==> config.mk <==
export PLATFORM = sky130hd
export DESIGN_NAME = popcount_sequencer
export DESIGN_NICKNAME = d
export VERILOG_FILES = /design/src/rtl/popcount_sequencer.sv
export SDC_FILE = /design/constraint.sdc
export NUM_CORES = 1
export LEC_CHECK = 0
export ABC_AREA = 1
export CORE_ASPECT_RATIO = 1.25
export CORE_MARGIN = 2
export CORE_UTILIZATION = 45
export DETAILED_ROUTE_END_ITERATION = 10
export PLACE_DENSITY_LB_ADDON = 0.1
export SLEW_MARGIN = 15
export SYNTH_ARGS = -nofsm -noshare
export SYNTH_HDL_FRONTEND = slang
export SYNTH_SLANG_ARGS = --single-unit
==> constraint.sdc <==
create_clock -name i_clk -period 1.6 [get_ports i_clk]
set_clock_uncertainty 0.05 [all_clocks]
set_input_delay 0.4 -clock i_clk [delete_from_list [all_inputs] [get_ports i_clk]]
set_output_delay 0.4 -clock i_clk [all_outputs]
set_load 0.02 [all_outputs]
==> src/rtl/popcount_sequencer.sv <==
// popcount_sequencer
// Feeds a W-bit operand to a shared external 17-input popcount tree one
// 17-bit chunk per cycle, sums the per-chunk counts and hands the total
// to the consumer over a valid/ready handshake.
module popcount_sequencer #(
  parameter  int W     = 64,
  localparam int CHUNK = 17,
  localparam int NCH   = (W + CHUNK - 1) / CHUNK,
  localparam int CW    = $clog2(W + 1)
) (
  input  logic             i_clk,
  input  logic             i_rst_n,
  input  logic             i_clear,
  input  logic             i_in_valid,
  output logic             o_in_ready,
  input  logic [W-1:0]     i_in_data,
  output logic             o_out_valid,
  input  logic             i_out_ready,
  output logic [CW-1:0]    o_out_count,
  output logic             o_busy,
  output logic [CHUNK-1:0] o_cmp_y,
  input  logic [4:0]       i_cmp_cnt
);

  localparam int IW = (NCH > 1) ? $clog2(NCH) : 1;
  localparam int DW = NCH * CHUNK;

  typedef enum logic [1:0] {
    S_IDLE = 2'd0,
    S_RUN  = 2'd1,
    S_DONE = 2'd2
  } state_t;

  state_t          r_state;
  state_t          w_next;
  logic [IW-1:0]   r_idx;
  logic [CW-1:0]   r_acc;
  logic [CW-1:0]   r_count;
  logic [DW-1:0]   r_data;
  logic            r_started;
  logic            w_accept;
  logic            w_lastChunk;
  logic [CW-1:0]   w_sum;
  logic [CHUNK-1:0] w_chunk;

  // in_ready stays low through reset and rises on the first edge after release
  assign w_accept    = i_in_valid && o_in_ready;
  assign w_lastChunk = (r_idx == IW'(NCH - 1));
  assign w_sum       = r_acc + CW'(i_cmp_cnt);
  assign w_chunk     = r_data[r_idx*CHUNK +: CHUNK];
  assign o_out_count = r_count;

  // State register
  always_ff @(posedge i_clk or negedge i_rst_n) begin
    if (!i_rst_n) begin
      r_state <= S_IDLE;
    end else begin
      r_state <= w_next;
    end
  end

  // Next-state logic; clear overrides every other transition
  always_comb begin
    w_next = r_state;
    if (i_clear) begin
      w_next = S_IDLE;
    end else begin
      case (r_state)
        S_IDLE:  if (w_accept) w_next = S_RUN;
        S_RUN:   if (w_lastChunk) w_next = S_DONE;
        S_DONE:  if (i_out_ready) w_next = S_IDLE;
        default: w_next = S_IDLE;
      endcase
    end
  end

  // Outputs decoded from state; tree inputs are held at zero outside RUN
  always_comb begin
    o_in_ready  = 1'b0;
    o_out_valid = 1'b0;
    o_busy      = 1'b0;
    o_cmp_y     = '0;
    case (r_state)
      S_IDLE: o_in_ready = r_started;
      S_RUN: begin
        o_busy  = 1'b1;
        o_cmp_y = w_chunk;
      end
      S_DONE: begin
        o_busy      = 1'b1;
        o_out_valid = 1'b1;
      end
      default: o_in_ready = 1'b0;
    endcase
  end

  // Datapath: operand capture, chunk index, running sum and held result
  always_ff @(posedge i_clk or negedge i_rst_n) begin
    if (!i_rst_n) begin
      r_started <= 1'b0;
      r_idx     <= '0;
      r_acc     <= '0;
      r_count   <= '0;
      r_data    <= '0;
    end else begin
      r_started <= 1'b1;
      if (i_clear) begin
        r_idx <= '0;
        r_acc <= '0;
      end else begin
        case (r_state)
          S_IDLE: begin
            if (w_accept) begin
              r_data <= DW'(i_in_data);
              r_acc  <= '0;
              r_idx  <= '0;
            end
          end
          S_RUN: begin
            r_acc <= w_sum;
            if (w_lastChunk) begin
              r_idx   <= '0;
              r_count <= w_sum;
            end else begin
              r_idx <= r_idx + IW'(1);
            end
          end
          default: begin
            r_idx <= r_idx;
          end
        endcase
      end
    end
  end

endmodule

# ---- After elaboration in Yosys (flattened, before gate mapping)
# Cells that the tools add are included.
dict set report word_totals {
  ff_bits 83
  output_inout_bits 27
  word_cells 41
  inputBits 74
}
dict set report op_classes {
  eq_ne 6
  muxes 16
  addsub 2
  bitwise_logic 1
  n_reduce_logical 8
  mul 1
  shift 1
}
# op n
set op_table {}
lappend op_table {{variable part select 68 x 8 -> 17 bit} 1}
lappend op_table {{2-to-1 mux 17 bit} 1}
lappend op_table {{2-to-1 mux 2 bit} 7}
lappend op_table {{2-to-1 mux 7 bit} 2}
lappend op_table {{case mux 7 bit (2 select lines)} 1}
lappend op_table {{inequality test 3 bit (second input constant)} 3}
lappend op_table {{AND reduction 3 bit} 3}
lappend op_table {{adder 7 x 5 -> 7 bit} 1}
lappend op_table {{multiplier 2 x 5 -> 7 bit (second input constant)} 1}
lappend op_table {{case mux 2 bit (3 select lines)} 1}
lappend op_table {{== test 2 bit (second input constant)} 2}
lappend op_table {{case mux 2 bit (2 select lines)} 1}
lappend op_table {{2-to-1 mux 1 bit} 3}
lappend op_table {{nonzero test 3 bit} 1}
lappend op_table {{adder 2 x 1 -> 2 bit (second input constant)} 1}
lappend op_table {{== test 2 x 1 -> 1 bit (second input constant)} 1}
lappend op_table {{zero test 2 bit} 1}
lappend op_table {{AND reduction 2 bit} 1}
lappend op_table {{OR reduction 2 bit} 1}
lappend op_table {{logical AND 1 bit} 1}
lappend op_table {{inverter 1 bit} 1}

# ---- Logic depth before layout (Yosys ltp)
# Gate-level depths: netlist of run 1.
dict set report logic_depth {
  word_depth 6
  mapped_depth 9
}

# ---- Worst setup path before layout of run 1
# Ideal clock, no wire load.
dict set report synth_timing {
  path_type {register -> output}
  start {register r_state[1]}
  end {output o_cmp_y[10]}
  stages_incl_launch_ff 6
  n_path_buf 1
  path_slack_ns -0.218
  t_arrival_ns 1.368
  required_time_ns 1.150
  path_cell_list {dfrtp_1 > inv_1 > ha_1 > clkinv_1 > clkbuf_1 > a21oi_1}
}
dict set report synth_between {
  elab_chain_cells 2
}
# element line_no
set synth_lines {}
lappend synth_lines {{start, declared} 34} ;# state_t r_state;
lappend synth_lines {{start signal, assigned} 58} ;# r_state <= w_next;
lappend synth_lines {{== test 2 x 1 -> 1 bit} 83} ;# case (r_state)
lappend synth_lines {{2-to-1 mux 17 bit} 83}
lappend synth_lines {{end, declared} 21} ;# output logic [CHUNK-1:0] o_cmp_y,
# No other way between the ends.

# ---- Worst setup path after layout of run 1
dict set report layout_timing {
  start {register r_idx[0]}
  end {output o_cmp_y[0]}
}
dict set report layout_between {
  elab_chain_cells 3
}
# element line_no
set layout_lines {}
lappend layout_lines {{start, declared} 36} ;# logic [IW-1:0] r_idx;
lappend layout_lines {{start signal, assigned} 125} ;# r_idx <= r_idx + IW'(1);
lappend layout_lines {{start signal, assigned} 129} ;# r_idx <= r_idx;
lappend layout_lines {{multiplier 2 x 5 -> 7 bit} 50} ;# assign w_chunk = r_data[r_idx*CHUNK +: CHUNK];
lappend layout_lines {{variable part select 68 x 8 -> 17 bit} 50}
lappend layout_lines {{2-to-1 mux 17 bit} 83}
# No other way between the ends.

==> flow_metrics.tcl, run 1 <==
set metrics [dict create \
    cts.sinks 83 \
    cts_tree "yes" \
    fillers 563 \
    dieWidth_um 90.9 \
    startpoint_type "flop" \
    postSynthAreaPerCell_um2 10.7 \
    finish.net_count 679 \
    cap_violations 0 \
    synth_flop_cell "dfrtp_1" \
    boundaryPins 101 \
    yosys-top-cells-area "dfrtp_1 49%, mux2_4 21%, nor2_1 5.8%, o21ai_0 4.6%, nand2_1 4.2%" \
    grt_pass1_wl_mm 20.4 \
    rsz0062_at_grt "yes" \
    design_area_um2 7370 \
    ant_nets 0 \
    synth_largest_area_cell "dfrtp_1" \
    antenna_cells 0 \
    violations "negative setup slack" \
    post-route-period-util_pct 129 \
    synthTopCellsByCount "83 x dfrtp_1, 66 x nor2_1, 60 x mux2_4" \
    power_frac_clock_pct 16.5 \
    area_growth_pct 73.4 \
    clock_path_buffers 2 \
    clk_pin_slew_ns 0.07 \
    cp.required_ns 1.15 \
    grt_pass1_vias 4053 \
    gp_congestion 0.816 \
    drv_slew 0 \
    first_pass_iters 5 \
    intPower_mw 8.39 \
    grt_start_max_net_pins 26 \
    switchingPower_mw 4.75 \
    clock_latency_ns 0.34 \
    grt_usage_pct 25.5 \
    num_vias 3692 \
    synth_nets 482 \
    worstSetupPathType "flop to primary output" \
    yosysWarnings 0 \
    die_y_um 113 \
    reg2reg_depth 10 \
    max_freq_mhz 483 \
    antenna_found_initial 0 \
    p_per_area_nw_per_um2 1780 \
    clock-root-buffer "clkbuf_16" \
    detail_route.wirelength_mm 12.9 \
    drc 0 \
    min_path_cells 2 \
    core_area_um2 9170 \
    hold_path_class "flop to flop" \
    place_ws_ns -0.570 \
    io_buffer_count 100 \
    drive_above_1_share_pct 52.6 \
    cts_made_buffers 9 \
    rows 39 \
    seqCellArea_um2 2080 \
    cp_data_arrival_time_ns 1.62 \
    synth_edf_count 0 \
    syn-instance-count 397 \
    multi_input_area_um2 2560 \
    fin_crit_ns 2.07 \
    yosysUniqueCellTypes 25 \
    pwr-share-seq_pct 28.6 \
    viasPerCell 5.11 \
    wl_per_cell_um 17.9 \
    netSwitchingFraction_pct 36.1 \
    gr-total-overflow 0 \
    final_util_pct 80.3 \
    ys_ff_latch 83 \
    synth_seq_area_share_pct 48.9 \
    tns_ns -22.92 \
    drt_iter0_drc 163 \
    netlist_area_um2 4250 \
    placed_area_um2 6130 \
    p_comb_share_pct 55.0 \
    whs_ns 0.423 \
    peakVddDrop_v 0.00104 \
    setup_viol 94 \
    synth_top_cell_area_share_pct 48.9 \
    end_kind "primary output" \
    synth_most_common_cell "dfrtp_1" \
    hold_viol 0 \
    ys_async_sr_fraction_pct 100 \
    fin_ws_ns -0.470 \
    outcome "complete, but fails checks" \
    die_area_um2 10200 \
    hpwl_mm 7.81 \
    p_leak_nw 3.56 \
    htree_levels 3 \
    floorplan.initialDensity_pct 46.3 \
    crit_path_max_fanout 7 \
]
registers in the layout (all words and copies together), names as in the netlist:
register and flops:
r_idx 2, r_started 1, r_state 2, r_acc 7, o_out_count 7, r_data 64
path summary, 6_finish.rpt:
kind,start,end,slack (ns)
setup / recovery,r_idx[0],o_cmp_y[0],-0.47
hold / removal,o_out_count[6],o_out_count[6],0.42
min in group asynchronous,i_rst_n,r_acc[2],0.47
hold reg to reg,o_out_count[6],o_out_count[6],0.42
setup reg to reg,r_state[0],r_data[34],-0.27
max in group asynchronous,i_rst_n,r_data[63],0.54
logic make-up (layout without fill, tap and decap cells):
| group | count (synthesis) | in the layout | share of synthesized area, % |
|---|---|---|---|
| buffers and inverters | 37 | 239 | 4.38 |
| AO/OA/AOI/OAI | 58 | 58 | 6.89 |
| multiplexers | 64 | 64 | 22.2 |
| other | 1 | 1 | 0.0882 |
| adder cells (fa/ha/maj) | 11 | 11 | 3.41 |
| AND/OR/NAND/NOR | 142 | 142 | 13.9 |
| XOR/XNOR | 1 | 1 | 0.206 |
| flip-flops | 83 | 83 | 48.9 |
worst max-delay path, stage by stage, from the launching register on:
cell and delay, ns:
dfrtp_2 0.50, buf_6 0.18, nor2_4 0.04, nor2_2 0.14, o21ai_2 0.08, a21oi_2 0.17
buf_4 0.16
routing by layer:
layer | track usage [%] | share of wire [%]
met5 | 0 | 0
met4 | 7.68 | 1.9
met3 | 4.50 | 3.6
met2 | 46.0 | 54
met1 | 31.1 | 40
placed cells by master (no fill, tap or decap), drive strengths merged:
cell | Yosys | routed
mux2 | 64 | 64
a21oi | 18 | 18
xor2 | 1 | 1
clkbuf | 6 | 11
dlygate4sd2 | 0 | 8
bufinv | 0 | 1
clkdlybuf4s50 | 0 | 68
dlymetal6s2s | 0 | 3
inv | 19 | 20
or2 | 2 | 2
a21o | 1 | 1
nor2 | 68 | 68
clkinvlp | 0 | 2
conb | 1 | 1
fa | 1 | 1
ha | 10 | 10
nand2 | 48 | 48
clkinv | 2 | 4
o21ai | 39 | 39
dfrtp | 83 | 83
dlygate4sd3 | 0 | 1
nand3 | 23 | 23
nand4 | 1 | 1
buf | 10 | 121
power by group through the flow:
stage          Clock, mW  Combinational, mW  Sequential, mW
6_report            2.16               7.22            3.76
5_1_grt             2.28               7.71            3.85
4_1_cts             2.17               6.55            3.66
3_5_place_dp           0               5.61            3.58
3_3_place_gp           0               5.48            3.58
2_1_floorplan          0               3.42            3.42
through the flow:
stage / cells / total power [mW]
2_1_floorplan: 397 / 6.84
3_3_place_gp: 678 / 9.06
3_5_place_dp: 678 / 9.19
4_1_cts: 719 / 12.4
5_1_grt: 722 / 13.8
6_report: 722 / 13.1
cell type report:
type / count / share of cell area [%]
Clock buffer: 10 / 3.24
Sequential cell: 83 / 28.2
Timing Repair Buffer: 202 / 29.3
Inverter: 21 / 1.48
Tap cell: 123 / 2.09
Multi-Input combinational cell: 277 / 34.7
Clock inverter: 6 / 0.968
repair_timing:
action                                  in CTS  in global routing
endpoints found under the setup margin     108                102
resized for setup                          238                 86
buffers inserted                            15                  7
cloned                                      11                  1
endpoints found under the hold margin       20                  0
hold buffers                                 1                  0
pin swaps                                   26                 39
No activity file was read; power rests on OpenSTA's default activity.
==> run 2, diff against run 1 <==
- ABC_CLOCK_PERIOD_IN_PS: default -> 1600
==> results of run 2 <==
No change in the layout: final DEF, timing and power equal those of run 1.
==> run 3, diff against run 2 <==
--- a/config.mk
+++ b/config.mk
@@ -9,5 +9,6 @@
 export ABC_CLOCK_PERIOD_IN_PS = 1600
+export CELL_PAD_IN_SITES_DETAIL_PLACEMENT = 1
+export CELL_PAD_IN_SITES_GLOBAL_PLACEMENT = 1
 export CORE_ASPECT_RATIO = 1.25
-export CORE_MARGIN = 2
-export CORE_UTILIZATION = 45
+export CORE_UTILIZATION = 35
 export DETAILED_ROUTE_END_ITERATION = 10
==> constraint.sdc (replaced) <==
create_clock -name i_clk -period 1.6 [get_ports i_clk]
set_clock_uncertainty 0.05 [all_clocks]
set_input_delay 0.32 -clock i_clk [delete_from_list [all_inputs] [get_ports i_clk]]
set_output_delay 0.32 -clock i_clk [all_outputs]
set_load 0.02 [all_outputs]
==> run 3 against run 2 <==
The flow still finishes with violations (negative setup slack). Worst setup slack better by 0.078 ns. Die area is 23% higher. First-iteration DRC count is 58% lower. Utilization is 19 points lower. Sequential share of layout area is 0.59 points higher. Via count is 2.8% lower. Routed wire length is 6.7% higher.
==> flow_metrics.tcl, run 3 (same netlist as run 1, synthesis figures left out) <==
set metrics [dict create \
    drive_above_1_share_pct 49.3 \
    wl_per_cell_um 18.3 \
    dieWidth_um 101 \
    drt_iter0_drc 69 \
    largest-register "r_data" \
    finish.net_count 672 \
    die_area_um2 12600 \
    fillers 1227 \
    cp_data_arrival_time_ns 1.62 \
    grt_start_max_net_pins 30 \
    placed_area_um2 6080 \
    crit_path_max_fanout 10 \
    crit_cells 7 \
    r2r_slack_ns -0.23 \
    cap_violations 0 \
    htree_levels 3 \
    crit_slowest_cell "dfrtp_2" \
    cts.sinks 83 \
    core_area_um2 11700 \
    clock_path_buffers 2 \
    setup_viol 92 \
    hold_path_class "primary input to flop" \
    end_kind "primary output" \
    grt_pass1_vias 4134 \
    crit_path_cell_trace "buf_6 > buf_4 > nor2_1 > nor2_1 > o21ai_2 > a21oi_4 > buf_6" \
    clock_latency_ns 0.34 \
    crit_buf_inv 3 \
    antenna_cells 0 \
    largest_reg_flops 64 \
    min_path_cells 4 \
    clk_pin_slew_ns 0.07 \
    outcome "complete, but fails checks" \
    p_per_area_nw_per_um2 1830 \
    hpwl_mm 8.65 \
    tns_ns -18.91 \
    first_pass_iters 4 \
    drv_slew 0 \
    fin_crit_ns 1.99 \
    gp_congestion 0.803 \
    peakVddDrop_v 0.000870 \
    num_vias 3589 \
    fin_ws_ns -0.391 \
    area_growth_pct 69.9 \
    violations "negative setup slack" \
    worstSetupPathType "flop to primary output" \
    die_y_um 125 \
    io_buffer_count 100 \
    cts_tree "yes" \
    hold_viol 0 \
    rsz0062_at_grt "yes" \
    gr-total-overflow 0 \
    detail_route.wirelength_mm 13.8 \
    reg2reg_to "r_data[8]" \
    hold-path-endpoint "r_acc[0]" \
    floorplan.initialDensity_pct 36.3 \
    min_from "i_cmp_cnt[0]" \
    boundaryPins 101 \
    viasPerCell 4.77 \
    final_common_cell "dfrtp_1" \
    p_leak_nw 3.48 \
    layout_common_cells "81 x dfrtp_1, 68 x clkdlybuf4s50_1, 63 x mux2_4, 63 x buf_4, 51 x nor2_1" \
    cts_made_buffers 9 \
    crit_path_max_incr_delay_ns 0.45 \
    drc 0 \
    ant_nets 0 \
    startpoint_type "flop" \
    design_area_um2 7220 \
    grt_usage_pct 23.0 \
    post-route-period-util_pct 124 \
    critical_path.top_delay_family "flip-flops" \
    cp.required_ns 1.23 \
    worstReg2RegStart "r_state[1]" \
    antenna_found_initial 0 \
    reg2reg_depth 9 \
    rows 44 \
    clock-root-buffer "clkbuf_16" \
    grt_pass1_wl_mm 21.9 \
    max_freq_mhz 502 \
]
[run 3: worst min-delay path, cell delays in order]
cell            delay, ns
dlymetal6s2s_1       0.10
ha_2                 0.14
inv_1                0.05
o21ai_2              0.12
[run 3: metrics by stage]
stage	hold slack, ns	power [mW]	utilization [%]	instances	setup slack [ns]
2_1_floorplan	-0.0256	6.70	-	397	-0.0198
3_3_place_gp	0.224	8.97	51.9	710	-0.523
3_5_place_dp	0.226	9.11	51.9	710	-0.567
4_1_cts	0.406	12.7	60.0	751	-0.391
5_1_grt	0.437	14.0	61.6	753	-0.447
6_report	0.384	13.2	61.6	753	-0.391
[run 3: worst max-delay path by stage]
stage / start / end / slack (ns)
3_5_place_dp: r_idx[0] / o_cmp_y[1] / -0.57
6_report: r_idx[0] / o_cmp_y[7] / -0.39
5_1_grt: r_idx[0] / o_cmp_y[5] / -0.45
2_1_floorplan: r_state[1] / o_cmp_y[10] / -0.02
3_3_place_gp: r_idx[0] / o_cmp_y[12] / -0.52
4_1_cts: r_idx[0] / o_cmp_y[1] / -0.39
[run 3: final cells by class]
| class | count | area (um2) | area share (%) |
|---|---|---|---|
| multi-input combinational | 277 | 2460 | 34.0 |
| sequential | 83 | 2080 | 28.8 |
| timing repair buffer | 195 | 2030 | 28.1 |
| clock buffer | 10 | 239 | 3.31 |
| tap | 161 | 201 | 2.79 |
| clock inverter | 6 | 119 | 1.65 |
| inverter | 21 | 96.3 | 1.33 |
[run 3: timing repair]
action                                 in CTS  in global routing
pin swaps                                  21                 25
hold buffers                                1                  0
gates cloned                                6                  0
setup endpoints to repair                 105                102
endpoints found under the hold margin      26                  0
buffers inserted                           20                  5
resized for setup                         232                 61
[run 3: layer usage]
layer / part of all wire, % / vias to the layer above / routed length, um / GRT usage (%)
li1: - / 1713 / - / -
met1: 42 / 1775 / 5740 / 28.0
met2: 53 / 81 / 7380 / 41.2
met3: 3.4 / 20 / 471 / 3.80
met4: 1.6 / 0 / 214 / 6.56
met5: 0 / - / 0 / 0
[run 3: power breakdown]
group          switching (mW)  internal (mW)  total, mW
clock                   0.885           1.59       2.47
sequential              0.758           3.02       3.78
combinational            3.08           3.91       6.99
total                    4.73           8.52       13.2
